**config.mk**
```make
export PLATFORM = sky130hd
export DESIGN_NAME = easyaxi_slv_wr_ctrl
export DESIGN_NICKNAME = d
export VERILOG_FILES = /design/src/rtl/easyaxi_slv_wr_ctrl_pkg.sv /design/src/rtl/easyaxi_sync_fifo.sv /design/src/rtl/easyaxi_slv_wr_ctrl.sv
export SDC_FILE = /design/constraint.sdc
export NUM_CORES = 1
export LEC_CHECK = 0
export CAP_MARGIN = 20
export CELL_PAD_IN_SITES_DETAIL_PLACEMENT = 1
export CELL_PAD_IN_SITES_GLOBAL_PLACEMENT = 2
export CORE_MARGIN = 8
export CORE_UTILIZATION = 39
export CTS_CLUSTER_DIAMETER = 60
export DETAILED_ROUTE_END_ITERATION = 8
export GPL_TIMING_DRIVEN = 1
export MAX_ROUTING_LAYER = met4
export PLACE_DENSITY_LB_ADDON = 0.1
export SLEW_MARGIN = 40
export SYNTH_ARGS = -nofsm -noshare
export SYNTH_HDL_FRONTEND = slang
export SYNTH_HIERARCHICAL = 1
export SYNTH_SLANG_ARGS = --single-unit
```
**constraint.sdc**
```tcl
create_clock -name clk -period 8.9 [get_ports clk]
set_input_delay 0.89 -clock clk [delete_from_list [all_inputs] [get_ports clk]]
set_output_delay 0.89 -clock clk [all_outputs]
set_load 0.05 [all_outputs]
```
**src/rtl/easyaxi_slv_wr_ctrl_pkg.sv**
```systemverilog
// Shared widths, AXI encodings and FSM states for the slave write controller.
package easyaxi_slv_wr_ctrl_pkg;

  localparam int AXI_ID_W    = 4;
  localparam int AXI_ADDR_W  = 32;
  localparam int AXI_DATA_W  = 32;
  localparam int AXI_LEN_W   = 8;
  localparam int AXI_SIZE_W  = 3;
  localparam int AXI_BURST_W = 2;
  localparam int AXI_RESP_W  = 2;
  localparam int AXI_USER_W  = 1;

  typedef enum logic [AXI_BURST_W-1:0] {
    BURST_FIXED = 2'b00,
    BURST_INCR  = 2'b01,
    BURST_WRAP  = 2'b10,
    BURST_RSVD  = 2'b11
  } burst_e;

  localparam logic [AXI_RESP_W-1:0] RESP_OKAY   = 2'b00;
  localparam logic [AXI_RESP_W-1:0] RESP_SLVERR = 2'b10;

  typedef enum logic [1:0] {
    ST_IDLE = 2'b00,
    ST_DATA = 2'b01,
    ST_RESP = 2'b10
  } wr_state_e;

  // WRAP bursts are only legal with 2, 4, 8 or 16 beats.
  function automatic logic wrap_len_legal(input int unsigned len);
    return (len == 1) || (len == 3) || (len == 7) || (len == 15);
  endfunction

endpackage

```
**src/rtl/easyaxi_sync_fifo.sv**
```systemverilog
// Single-clock FIFO holding accepted AW requests; head is valid while not empty.
module easyaxi_sync_fifo #(
  parameter int WIDTH = 8,
  parameter int DEPTH = 4
) (
  input  logic             clk,
  input  logic             rst_n,
  input  logic             push_i,
  input  logic [WIDTH-1:0] push_data_i,
  input  logic             pop_i,
  output logic             full_o,
  output logic             empty_o,
  output logic [WIDTH-1:0] head_o
);

  localparam int PTR_W = (DEPTH > 1) ? $clog2(DEPTH) : 1;

  logic [WIDTH-1:0] mem_q [DEPTH];
  logic [PTR_W-1:0] wr_ptr_q, wr_ptr_d;
  logic [PTR_W-1:0] rd_ptr_q, rd_ptr_d;
  logic [PTR_W:0]   count_q, count_d;
  logic             do_push;
  logic             do_pop;

  // Full/empty come from the registered count only, so a same-cycle pop never frees a slot.
  assign full_o  = (count_q == (PTR_W+1)'(DEPTH));
  assign empty_o = (count_q == '0);
  assign do_push = push_i && !full_o;
  assign do_pop  = pop_i && !empty_o;
  assign head_o  = mem_q[rd_ptr_q];

  always_comb begin
    wr_ptr_d = wr_ptr_q;
    rd_ptr_d = rd_ptr_q;
    count_d  = count_q;
    if (do_push) wr_ptr_d = wr_ptr_q + PTR_W'(1);
    if (do_pop)  rd_ptr_d = rd_ptr_q + PTR_W'(1);
    case ({do_push, do_pop})
      2'b10:   count_d = count_q + (PTR_W+1)'(1);
      2'b01:   count_d = count_q - (PTR_W+1)'(1);
      default: count_d = count_q;
    endcase
  end

  always_ff @(posedge clk or negedge rst_n) begin
    if (!rst_n) begin
      wr_ptr_q <= '0;
      rd_ptr_q <= '0;
      count_q  <= '0;
    end else begin
      wr_ptr_q <= wr_ptr_d;
      rd_ptr_q <= rd_ptr_d;
      count_q  <= count_d;
    end
  end

  always_ff @(posedge clk) begin
    if (do_push) mem_q[wr_ptr_q] <= push_data_i;
  end

endmodule

```
**src/rtl/easyaxi_slv_wr_ctrl.sv**
```systemverilog
// AXI write slave: queues AW requests, sequences W beats of the head burst into
// local write strobes and returns one B response per burst in acceptance order.
module easyaxi_slv_wr_ctrl
  import easyaxi_slv_wr_ctrl_pkg::*;
#(
  parameter int ID_W      = AXI_ID_W,
  parameter int ADDR_W    = AXI_ADDR_W,
  parameter int DATA_W    = AXI_DATA_W,
  parameter int LEN_W     = AXI_LEN_W,
  parameter int USER_W    = AXI_USER_W,
  parameter int OST_DEPTH = 4
) (
  input  logic                clk,
  input  logic                rst_n,
  input  logic                axi_slv_awvalid,
  output logic                axi_slv_awready,
  input  logic [ID_W-1:0]     axi_slv_awid,
  input  logic [ADDR_W-1:0]   axi_slv_awaddr,
  input  logic [LEN_W-1:0]    axi_slv_awlen,
  input  logic [2:0]          axi_slv_awsize,
  input  logic [1:0]          axi_slv_awburst,
  input  logic [USER_W-1:0]   axi_slv_awuser,
  input  logic                axi_slv_wvalid,
  output logic                axi_slv_wready,
  input  logic [DATA_W-1:0]   axi_slv_wdata,
  input  logic [DATA_W/8-1:0] axi_slv_wstrb,
  input  logic                axi_slv_wlast,
  input  logic [USER_W-1:0]   axi_slv_wuser,
  output logic                axi_slv_bvalid,
  input  logic                axi_slv_bready,
  output logic [ID_W-1:0]     axi_slv_bid,
  output logic [1:0]          axi_slv_bresp,
  output logic [USER_W-1:0]   axi_slv_buser,
  output logic                mem_wr_en,
  output logic [ADDR_W-1:0]   mem_wr_addr,
  output logic [DATA_W-1:0]   mem_wr_data,
  output logic [DATA_W/8-1:0] mem_wr_strb
);

  localparam int ENT_W    = ID_W + ADDR_W + LEN_W + 3 + 2 + USER_W;
  localparam int MAX_SIZE = $clog2(DATA_W / 8);

  logic              fifo_full, fifo_empty;
  logic              aw_hs, w_hs, b_hs;
  logic [ENT_W-1:0]  head;
  logic [ID_W-1:0]   hd_id;
  logic [ADDR_W-1:0] hd_addr;
  logic [LEN_W-1:0]  hd_len;
  logic [2:0]        hd_size;
  logic [1:0]        hd_burst;
  logic [USER_W-1:0] hd_user;
  logic              hd_dec_err;
  logic              last_beat;
  logic              unused_bits;

  wr_state_e         state_q;
  logic [ADDR_W-1:0] addr_q, addr_d;
  logic [LEN_W-1:0]  beat_cnt_q;
  logic              err_q, err_d;
  logic              dec_err_q;
  logic              wready_q;
  logic              bvalid_q;
  logic [ID_W-1:0]   bid_q;
  logic [1:0]        bresp_q;

  function automatic logic [ADDR_W-1:0] next_addr(
    input logic [ADDR_W-1:0] addr,
    input logic [LEN_W-1:0]  len,
    input logic [2:0]        size,
    input logic [1:0]        burst
  );
    logic [ADDR_W-1:0] bytes, total, lo, inc;
    bytes = ADDR_W'(1) << size;
    total = (ADDR_W'(len) + ADDR_W'(1)) << size;
    lo    = addr & ~(total - ADDR_W'(1));
    inc   = addr + bytes;
    case (burst)
      BURST_INCR: next_addr = inc;
      BURST_WRAP: next_addr = (inc == lo + total) ? lo : inc;
      default:    next_addr = addr;
    endcase
  endfunction

  assign aw_hs = axi_slv_awvalid && !fifo_full;
  assign w_hs  = axi_slv_wvalid && wready_q;
  assign b_hs  = bvalid_q && axi_slv_bready;

  easyaxi_sync_fifo #(
    .WIDTH (ENT_W),
    .DEPTH (OST_DEPTH)
  ) u_aw_fifo (
    .clk         (clk),
    .rst_n       (rst_n),
    .push_i      (aw_hs),
    .push_data_i ({axi_slv_awid, axi_slv_awaddr, axi_slv_awlen,
                   axi_slv_awsize, axi_slv_awburst, axi_slv_awuser}),
    .pop_i       (b_hs),
    .full_o      (fifo_full),
    .empty_o     (fifo_empty),
    .head_o      (head)
  );

  assign {hd_id, hd_addr, hd_len, hd_size, hd_burst, hd_user} = head;

  assign hd_dec_err = (hd_burst == BURST_RSVD) ||
                      (hd_size > 3'(MAX_SIZE)) ||
                      ((hd_burst == BURST_WRAP) && !wrap_len_legal(32'(hd_len)));

  // The burst length is fixed by awlen; a misplaced wlast only flags the response.
  assign last_beat = (beat_cnt_q == hd_len);
  assign err_d     = err_q || (axi_slv_wlast != last_beat);
  assign addr_d    = next_addr(addr_q, hd_len, hd_size, hd_burst);

  always_ff @(posedge clk or negedge rst_n) begin
    if (!rst_n) begin
      state_q    <= ST_IDLE;
      addr_q     <= '0;
      beat_cnt_q <= '0;
      err_q      <= 1'b0;
      dec_err_q  <= 1'b0;
      wready_q   <= 1'b0;
      bvalid_q   <= 1'b0;
      bid_q      <= '0;
      bresp_q    <= RESP_OKAY;
    end else begin
      case (state_q)
        ST_IDLE: begin
          if (!fifo_empty) begin
            addr_q     <= hd_addr;
            beat_cnt_q <= '0;
            err_q      <= hd_dec_err;
            dec_err_q  <= hd_dec_err;
            wready_q   <= 1'b1;
            state_q    <= ST_DATA;
          end
        end
        ST_DATA: begin
          if (w_hs) begin
            addr_q     <= addr_d;
            beat_cnt_q <= beat_cnt_q + LEN_W'(1);
            err_q      <= err_d;
            if (last_beat) begin
              wready_q <= 1'b0;
              bvalid_q <= 1'b1;
              bid_q    <= hd_id;
              bresp_q  <= err_d ? RESP_SLVERR : RESP_OKAY;
              state_q  <= ST_RESP;
            end
          end
        end
        ST_RESP: begin
          if (axi_slv_bready) begin
            bvalid_q <= 1'b0;
            state_q  <= ST_IDLE;
          end
        end
        default: state_q <= ST_IDLE;
      endcase
    end
  end

  assign axi_slv_awready = !fifo_full;
  assign axi_slv_wready  = wready_q;
  assign axi_slv_bvalid  = bvalid_q;
  assign axi_slv_bid     = bid_q;
  assign axi_slv_bresp   = bresp_q;
  assign axi_slv_buser   = '0;

  // Decode errors swallow the beats; wlast errors still write.
  assign mem_wr_en   = w_hs && !dec_err_q;
  assign mem_wr_addr = addr_q;
  assign mem_wr_data = axi_slv_wdata;
  assign mem_wr_strb = axi_slv_wstrb;

  assign unused_bits = ^{axi_slv_wuser, hd_user};

endmodule
```
# Word-level counts from Yosys, hierarchy flattened
# Memories as Yosys holds them, arrays and structs flattened.
# Index checks and enable logic that the tools add are counted.
# word_totals
ff_bits	59
latch_bits	0
mem_bits_rw	200
romBits	0
in_bits	93
out_inout_bits	79
elab_cells	105
mem_count	1
# classes
n_addsub	9
mul	0
n_div	0
n_lt_le_gt_ge	1
n_eq_ne	20
shifts	2
n_mux	28
bitwise	3
n_reduce_logical	29
# memory_table
memory	depth	word_bits	rd	rd_ports_with_merged_regs	wr	line_no	rtl
u_aw_fifo.mem_q	4	50	1	0	1	easyaxi_sync_fifo.sv:18	logic [WIDTH-1:0] mem_q [DEPTH];
# ops
op	count
$pmux 32 s2	2
$mux 32	3
$add 32x32->32	2
$and 32x32->32	1
$eq 32x32->1	1
$not 32->32	1
$shl 1x3->32 const A	1
$shl 9x3->32	1
$sub 32x1->32 const B	1
$mux 8	2
$pmux 8 s2	1
$reduce_and 4->1	4
$mux 1	10
$mux 2	5
$add 8x1->9 const B	1
$add 8x1->8 const B	1
$eq 2x2->1 const B	4
$eq 8x1->1 const B	1
$eq 8x2->1 const B	1
$eq 8x3->1 const B	1
$eq 8x4->1 const B	1
$eq 8x8->1	1
$ne 2x2->1 const B	4
$logic_and 1x1->1	7
other kinds (19)	35

# Logic depth before layout (Yosys ltp)
# Gate-level depths: netlist (run 1).
# An unclocked memory read counts as a cell.
# depth
ltp_word	12
ltp_mapped	36
depth_no_buf	28

# Cells and area by module
# Netlist (run 1), hierarchy kept.
# modules_own_cells
module	n_inst	cells_each	area_per_inst_um2	seq_area_each_um2
easyaxi_slv_wr_ctrl	1	1048	7828.8	1276.2
easyaxi_sync_fifo	1	299	7701.1	6180.9

# Least setup slack after synthesis (run 1)
# No wires, ideal clock.
# synth_path
path_type	register to register
start	reg u_aw_fifo.rd_ptr_q[0]
end	reg addr_q[3], in the netlist mem_wr_addr[3]
setup_time_ps	129
arrival_time_ps	6789
required_ps	8771
slack_ps	1982
stages_incl_launch_ff	35
n_path_buf	8
period_less_slack_ps	6918
cell_sequence	dfrtp_1 > buf_6 > buf_12 > mux4_2 > ha_1 > and3_1 > buf_2 > mux2_2 > o311ai_2 > o211ai_2 > or3b_1 > buf_6 > nor3_4 > buf_4 > nand2_1 > xnor2_1 > and2_1 > ha_1 > a21oi_1 > nor2_1 > a211oi_1 > o21a_1 > nor2_1 > a211oi_1 > a22oi_1 > xnor2_1 > a2111o_1 > a2111oi_2 > nand4bb_1 > buf_2 > or2_1 > buf_2 > buf_2 > a31oi_1 > nand3_1
# synth_via
elab_chain_cells	12
# synth_rtl
item	line_no	rtl
start: declaration	easyaxi_sync_fifo.sv:20	logic [PTR_W-1:0] rd_ptr_q, rd_ptr_d;
start signal: assignment	easyaxi_sync_fifo.sv:52	rd_ptr_q <= rd_ptr_d;
$mem_v2 4x50 *	-	
named net head[7]	easyaxi_slv_wr_ctrl.sv:45	logic [ENT_W-1:0] head;
$add 8x1->9 *	easyaxi_slv_wr_ctrl.sv:74	total = (ADDR_W'(len) + ADDR_W'(1)) << size;
$shl 9x3->32 *	easyaxi_slv_wr_ctrl.sv:74	
$sub 32x1->32	easyaxi_slv_wr_ctrl.sv:75	lo = addr & ~(total - ADDR_W'(1));
$not 32->32	easyaxi_slv_wr_ctrl.sv:75	
$and 32x32->32	easyaxi_slv_wr_ctrl.sv:75	
$add 32x32->32	easyaxi_slv_wr_ctrl.sv:79	BURST_WRAP: next_addr = (inc == lo + total) ? lo : inc;
$eq 32x32->1	easyaxi_slv_wr_ctrl.sv:79	
$mux 32 *	easyaxi_slv_wr_ctrl.sv:79	
$pmux 32 s2 *	easyaxi_slv_wr_ctrl.sv:77	case (burst)
$mux 32 *	easyaxi_slv_wr_ctrl.sv:138	if (w_hs) begin
$pmux 32 s2 *	easyaxi_slv_wr_ctrl.sv:126	case (state_q)
end signal: assignment	easyaxi_slv_wr_ctrl.sv:129	addr_q <= hd_addr;
end signal: assignment	easyaxi_slv_wr_ctrl.sv:139	addr_q <= addr_d;
end: declaration	easyaxi_slv_wr_ctrl.sv:57	logic [ADDR_W-1:0] addr_q, addr_d;
# The timed path passes the listed nets; every way through them passes the cells marked *. The select of a mux whose other input is x is not followed.
# A chain may end at the register's enable or synchronous reset.

# Worst setup path after layout (run 1)
# layout_path
start	reg u_aw_fifo.rd_ptr_q[0]
end	reg addr_q[25], in the netlist mem_wr_addr[25]
# Same word-level chain as after synthesis.

==> results of run 1 <==
## state kept, by name (all words and copies together), names as in the netlist
register and cells:
mem_wr_addr 32, axi_slv_bid 4, axi_slv_bvalid 1, axi_slv_wready 1, err_q 1, state_q 2
dec_err_q 1, u_aw_fifo/wr_ptr_q 2, axi_slv_bresp 1, u_aw_fifo/count_q 3, u_aw_fifo/mem_q 196, u_aw_fifo/rd_ptr_q 2
beat_cnt_q 8
## stage by stage
| stage | cell area (um2) | util | hold slack, ns |
|---|---|---|---|
| final | 17500 | 0.452 | 0.403 |
| after global routing | 17500 | 0.452 | 0.460 |
| after CTS | 17500 | 0.451 | 0.431 |
| after detailed placement | 16500 | 0.425 | 0.512 |
| after global placement | 16500 | 0.424 | 0.503 |
| after floorplan | 15400 | - | 0.467 |
## layout make-up
type	instances	area [um2]	area share
clock buffers	43	861	0.0491
well taps	518	648	0.0369
diodes	9	22.5	0.00128
repair buffers	126	1200	0.0685
inverters	29	109	0.00620
flip-flops and latches	254	7340	0.418
multi-input cells	945	7210	0.411
clock inverters	15	146	0.00834
## critical path, delay by kind of cell, from the launching register on
kind	cells	cell delay, ns
fa+ha+maj	2	0.72
buf+inv	2	0.51
mux	1	0.78
simple gates	12	2.52
flops	1	0.62
compound gates	9	2.44
xor+xnor	2	0.41
## power by group through the flow
| stage | combinational, uW | sequential [uW] | clock, uW |
|---|---|---|---|
| after floorplan | 3340 | 1940 | 0 |
| after global placement | 4700 | 1840 | 0 |
| after detailed placement | 4750 | 1860 | 0 |
| after CTS | 4780 | 1830 | 1260 |
| after global routing | 5190 | 1870 | 1300 |
| final | 4760 | 1830 | 1220 |
## layer usage
metal  wire length [um]  vias up
li1                   -     5216
met1              22800     5741
met2              21500      258
met3               2710       50
met4                825        0
met5                  0        -
## how the worst max path moves through the flow
stage	to	start	slack, ns
final	mem_wr_addr[25]$_DFFE_PN0P_	u_aw_fifo/rd_ptr_q[0]$_DFFE_PN0P_	0.77
after global routing	mem_wr_addr[12]$_DFFE_PN0P_	u_aw_fifo/rd_ptr_q[0]$_DFFE_PN0P_	0.18
after CTS	mem_wr_addr[25]$_DFFE_PN0P_	u_aw_fifo/rd_ptr_q[0]$_DFFE_PN0P_	0.80
after detailed placement	mem_wr_addr[25]$_DFFE_PN0P_	u_aw_fifo/rd_ptr_q[0]$_DFFE_PN0P_	0.79
after global placement	mem_wr_addr[0]$_DFFE_PN0P_	u_aw_fifo/rd_ptr_q[0]$_DFFE_PN0P_	0.87
after floorplan	mem_wr_addr[3]$_DFFE_PN0P_	u_aw_fifo/rd_ptr_q[0]$_DFFE_PN0P_	1.99
==> impl_metrics.ini, run 1 <==
[setup_path]
worst-r2r-cell-count = 28
required_ns = 9.36
critPathSlowestCell = mux4_2
cp-end-kind = flip-flop
worst_ep_arrival_time_ns = 8.59
critical-path-top-cell-by-count = a211oi_1
r2r_start = u_aw_fifo/rd_ptr_q[0]$_DFFE_PN0P_
reg2reg_to = mem_wr_addr[25]$_DFFE_PN0P_
setup.reg_to_reg.worst_slack_ns = 0.77
crit_fanout = 17
critPathMaxStageDelay_ns = 0.78
cp-start-kind = flip-flop
timing.setup.critical_path_class = flip-flop to flip-flop

[grt]
use_met2 = 0.320
grt.met1_usage = 0.289
grt_busiest_layer = met2
globalRoute.totalOverflow = 0
first_global_vias = 11859
grt_start_max_net_pins = 59
grt_use_met3 = 0.0415
grt_usage = 0.210
initial_antenna_violation_count = 9
grt_pass1_wl_um = 74400

[sta]
timing.final.crit_share = 0.913
finalWorstPathRequiredPeriod_ns = 8.13
maxSlewHeadroom = 0.501
fin_tns_setup_ns = 0
report.final.hold_viol_count = 0
finalSetupViolations = 0
finalMaxSlewViolations = 0
clock_skew_ns = 0.0269
unrepaired_setup_endpoints_after_global_routing = false
final_critical_path_setup_slack_ns = 0.770
timing_worst_slew_pin_value_ns = 0.745
maxClockFrequency_mhz = 123

[clock_tree]
cts.repair_timing.setup_buffer_count = 0
clock_tree.buffer_depth = 3
post_cts.resized_instances = 0
tritoncts_num_sinks = 254
h-tree-depth = 1
cts_hold_buffers = 0
cts.clk_slew.worst_paths_ns = 0.06
cts_root_buf = clkbuf_16
cts_bufs_inserted = 31
insertion_delay_to_the_later_sink_of_the_worst_skew_pair_ns = 0.58
cts_tree = built

[power_and_ir_drop]
power_density_nw_per_um2 = 446
total_power_uw = 7820
power.clock.fraction = 0.156
comb_power_share = 0.609
internal_power_uw = 4040
p_sw_uw = 3780
power.static_leakage_uw = 0.00620
power.sequential.fraction = 0.234
ir_drop_mv = 0.227
switching_share = 0.483

[route]
route.detailed.vias_per_inst = 5.81
antenna_left = 0
routed-via-count = 11265
post-route-drc-count = 0
route.detailed.wl_per_inst_um = 24.7
route.final.wire_length_um = 47800
number_of_search_and_repair_iterations_in_the_first_detailed_routing_pass = 5
drt-initial-drc-count = 731

[die]
num_rows = 72
die_x_um = 215
core-area_um2 = 38800
floorplan.die.height_um = 215
fp.dieArea_um2 = 46100
design.portCount = 172
starting_utilization_of_the_core_area = 0.396

[logic_synthesis]
synthesis.area_per_instance_um2 = 11.5
syn-instance-count = 1342
yosys_warnings = 6
synthesis.area_um2 = 15400

[job]
drv_cap = 0

[placed_design]
preCtsSetupSlack_ns = 0.787
portBuffers = 95
hpwlAfterDp_um = 34700
place_inst = 1872
routabilityCongestion = 0.855

[cells_and_area]
fraction_of_final_layout_cells_sized_beyond_drive_strength_1 = 0.139
design.final.nets = 1514
most-common-layout-cells = edfxtp_1 (196), nand2_1 (103), nor2_1 (95)
fillCellCount = 4112
final_common_cell = edfxtp_1
count_of_non_filler_cells_in_the_finished_layout = 1939
flow.area_growth_from_synthesis_pct = 14.0

[run_status]
status = completed

[hold_path]
worstHoldPathType = input port to asynchronous set/reset pin
Power figures use the tool's default switching activity.
==> run 2, diff against run 1 <==
--- a/config.mk
+++ b/config.mk
@@ -8,6 +8,7 @@
 export CAP_MARGIN = 20
 export CELL_PAD_IN_SITES_DETAIL_PLACEMENT = 1
 export CELL_PAD_IN_SITES_GLOBAL_PLACEMENT = 2
+export CORE_ASPECT_RATIO = 2
 export CORE_MARGIN = 8
 export CORE_UTILIZATION = 39
 export CTS_CLUSTER_DIAMETER = 60
@@ -20,3 +21,4 @@
 export SYNTH_HDL_FRONTEND = slang
 export SYNTH_HIERARCHICAL = 1
 export SYNTH_SLANG_ARGS = --single-unit
+export TNS_END_PERCENT = 10
==> run 2 against run 1 <==
- non-clock buffer count decreased by 3
- routed wire length is 1.5% lower
- sequential power is essentially flat
- design area down 2.1%
- largest cell class unchanged
- die area grew 0.84%
- global-route usage decreased by 0.18 points
- count of clock-buffer cells in the layout is 14 lower
- register-to-register slack got worse by 0.16 ns
- sequential share of layout area is 0.91 points higher
- utilization down 1.4 points
- combinational power is essentially flat
- final cell count shrank 1.2%
==> impl_metrics.ini, run 2 (synthesized netlist as in run 1, its figures left out) <==
[run_status]
status = completed

[power_and_ir_drop]
ir_drop_mv = 0.261
power.static_leakage_uw = 0.00603
power_density_nw_per_um2 = 436

[clock_tree]
cts.clk_slew.worst_paths_ns = 0.07
cts.repair_timing.setup_buffer_count = 0
tritoncts_num_sinks = 254
post_cts.resized_instances = 0
clock_tree.buffer_depth = 3
cts_root_buf = clkbuf_16
cts_bufs_inserted = 22
h-tree-depth = 1
insertion_delay_to_the_later_sink_of_the_worst_skew_pair_ns = 0.53
cts_hold_buffers = 0
cts_tree = built

[route]
routed-via-count = 11184
route.final.wire_length_um = 47100
post-route-drc-count = 0
route.detailed.wl_per_inst_um = 24.6
antenna_left = 0
route.detailed.vias_per_inst = 5.84
drt-initial-drc-count = 645
number_of_search_and_repair_iterations_in_the_first_detailed_routing_pass = 5

[die]
die_x_um = 156
floorplan.die.height_um = 297
core-area_um2 = 39200
fp.dieArea_um2 = 46500
num_rows = 103
starting_utilization_of_the_core_area = 0.393
design.portCount = 172

[setup_path]
cp-start-kind = flip-flop
crit_fanout = 17
worst_ep_arrival_time_ns = 8.69
critical_path.startpoint = u_aw_fifo/rd_ptr_q[0]$_DFFE_PN0P_
worst-r2r-cell-count = 26
r2r_start = u_aw_fifo/rd_ptr_q[0]$_DFFE_PN0P_
setup.reg_to_reg.worst_slack_ns = 0.61
cp-endpoint = mem_wr_addr[25]$_DFFE_PN0P_
required_ns = 9.30
reg2reg_to = mem_wr_addr[25]$_DFFE_PN0P_
timing.setup.critical_path_class = flip-flop to flip-flop
cp-end-kind = flip-flop

[cells_and_area]
fillCellCount = 4238
finalCoreUtilization = 0.438
count_of_non_filler_cells_in_the_finished_layout = 1916
largest_reg_flops = 196
fraction_of_final_layout_cells_sized_beyond_drive_strength_1 = 0.129
final_common_cell = edfxtp_1
most-common-layout-cells = edfxtp_1 (196), nand2_1 (103), nor2_1 (95)
regMostFlops = u_aw_fifo/mem_q
design.final.nets = 1502
flow.area_growth_from_synthesis_pct = 11.6
diodes = 0

[grt]
grt_usage = 0.208
grt_start_max_net_pins = 50
initial_antenna_violation_count = 0
globalRoute.totalOverflow = 0
grt_pass1_wl_um = 72900
first_global_vias = 11996

[placed_design]
hpwlAfterDp_um = 35200
place_inst = 1875
preCtsSetupSlack_ns = 0.614
portBuffers = 95
routabilityCongestion = 0.865

[sta]
whs_ns = 0.208
finalSetupViolations = 0
final_critical_path_setup_slack_ns = 0.614
report.final.hold_viol_count = 0
timing.final.crit_share = 0.931
finalWorstPathRequiredPeriod_ns = 8.29
finalMaxSlewViolations = 0
fin_tns_setup_ns = 0
clock_skew_ns = 0.0205
maxSlewHeadroom = 0.465
unrepaired_setup_endpoints_after_global_routing = false
timing_worst_slew_pin_value_ns = 0.795
maxClockFrequency_mhz = 121

[job]
drv_cap = 0

[hold_path]
worstHoldPathType = input port to asynchronous set/reset pin
run 2: worst min-delay path by stage:
stage,from,cells past startpoint,endpoint
finish,rst_n,1,mem_wr_addr[16]$_DFFE_PN0P_
global route,rst_n,1,mem_wr_addr[27]$_DFFE_PN0P_
CTS,rst_n,1,mem_wr_addr[27]$_DFFE_PN0P_
detailed placement,dec_err_q$_DFFE_PN0P_,2,dec_err_q$_DFFE_PN0P_
global placement,dec_err_q$_DFFE_PN0P_,2,dec_err_q$_DFFE_PN0P_
floorplan,dec_err_q$_DFFE_PN0P_,2,dec_err_q$_DFFE_PN0P_
run 2: critical path: stages (launching register included):
cell and delay (ns):
dfrtp_4 0.60, mux4_2 0.77, ha_1 0.40, xor2_2 0.26, a211oi_1 0.42, nand2b_1 0.18, o211ai_2 0.16, or3b_1 0.63
nor3_4 0.29, nand2_1 0.13, xnor2_1 0.17, and2_1 0.20, ha_1 0.39, a21oi_1 0.19, nor2_1 0.07, a211oi_1 0.24
o21a_1 0.20, nor2_1 0.06, a211oi_1 0.28, nand2_1 0.24, and2_1 0.29, a31o_1 0.21, a2111oi_0 0.42, nand4_1 0.22
nor3_4 0.61, a31oi_1 0.19, a221o_1 0.32
run 2: final cells by class:
cell class	count	area, um2	area share
clock buffer	29	618	0.0360
clock inverter	11	65.1	0.00379
inverter	29	109	0.00634
multi-input combinational	945	7220	0.420
sequential	254	7340	0.428
tap	525	657	0.0383
timing repair buffer	123	1170	0.0679
run 2: power by group:
part	total, uW	leakage (uW)	internal, uW	switching, uW
Combinational	4730	0.00322	1730	3000
Clock	924	0.000336	494	431
Sequential	1830	0.00247	1580	244
run 2: routing by layer:
layer  up-vias  part of all wire  track usage
li1       5160                 -            -
met1      5684              0.43        0.258
met2       275              0.50        0.348
met3        65             0.040       0.0259
met4         0             0.030       0.0660
met5         -                 0            -
run 2: metrics by stage:
step	cell area (um2)	total power [uW]
2_1_floorplan	15400	5280
3_3_place_gp	16500	6480
3_5_place_dp	16500	6580
4_1_cts	17200	7530
5_1_grt	17200	7980
6_report	17200	7490
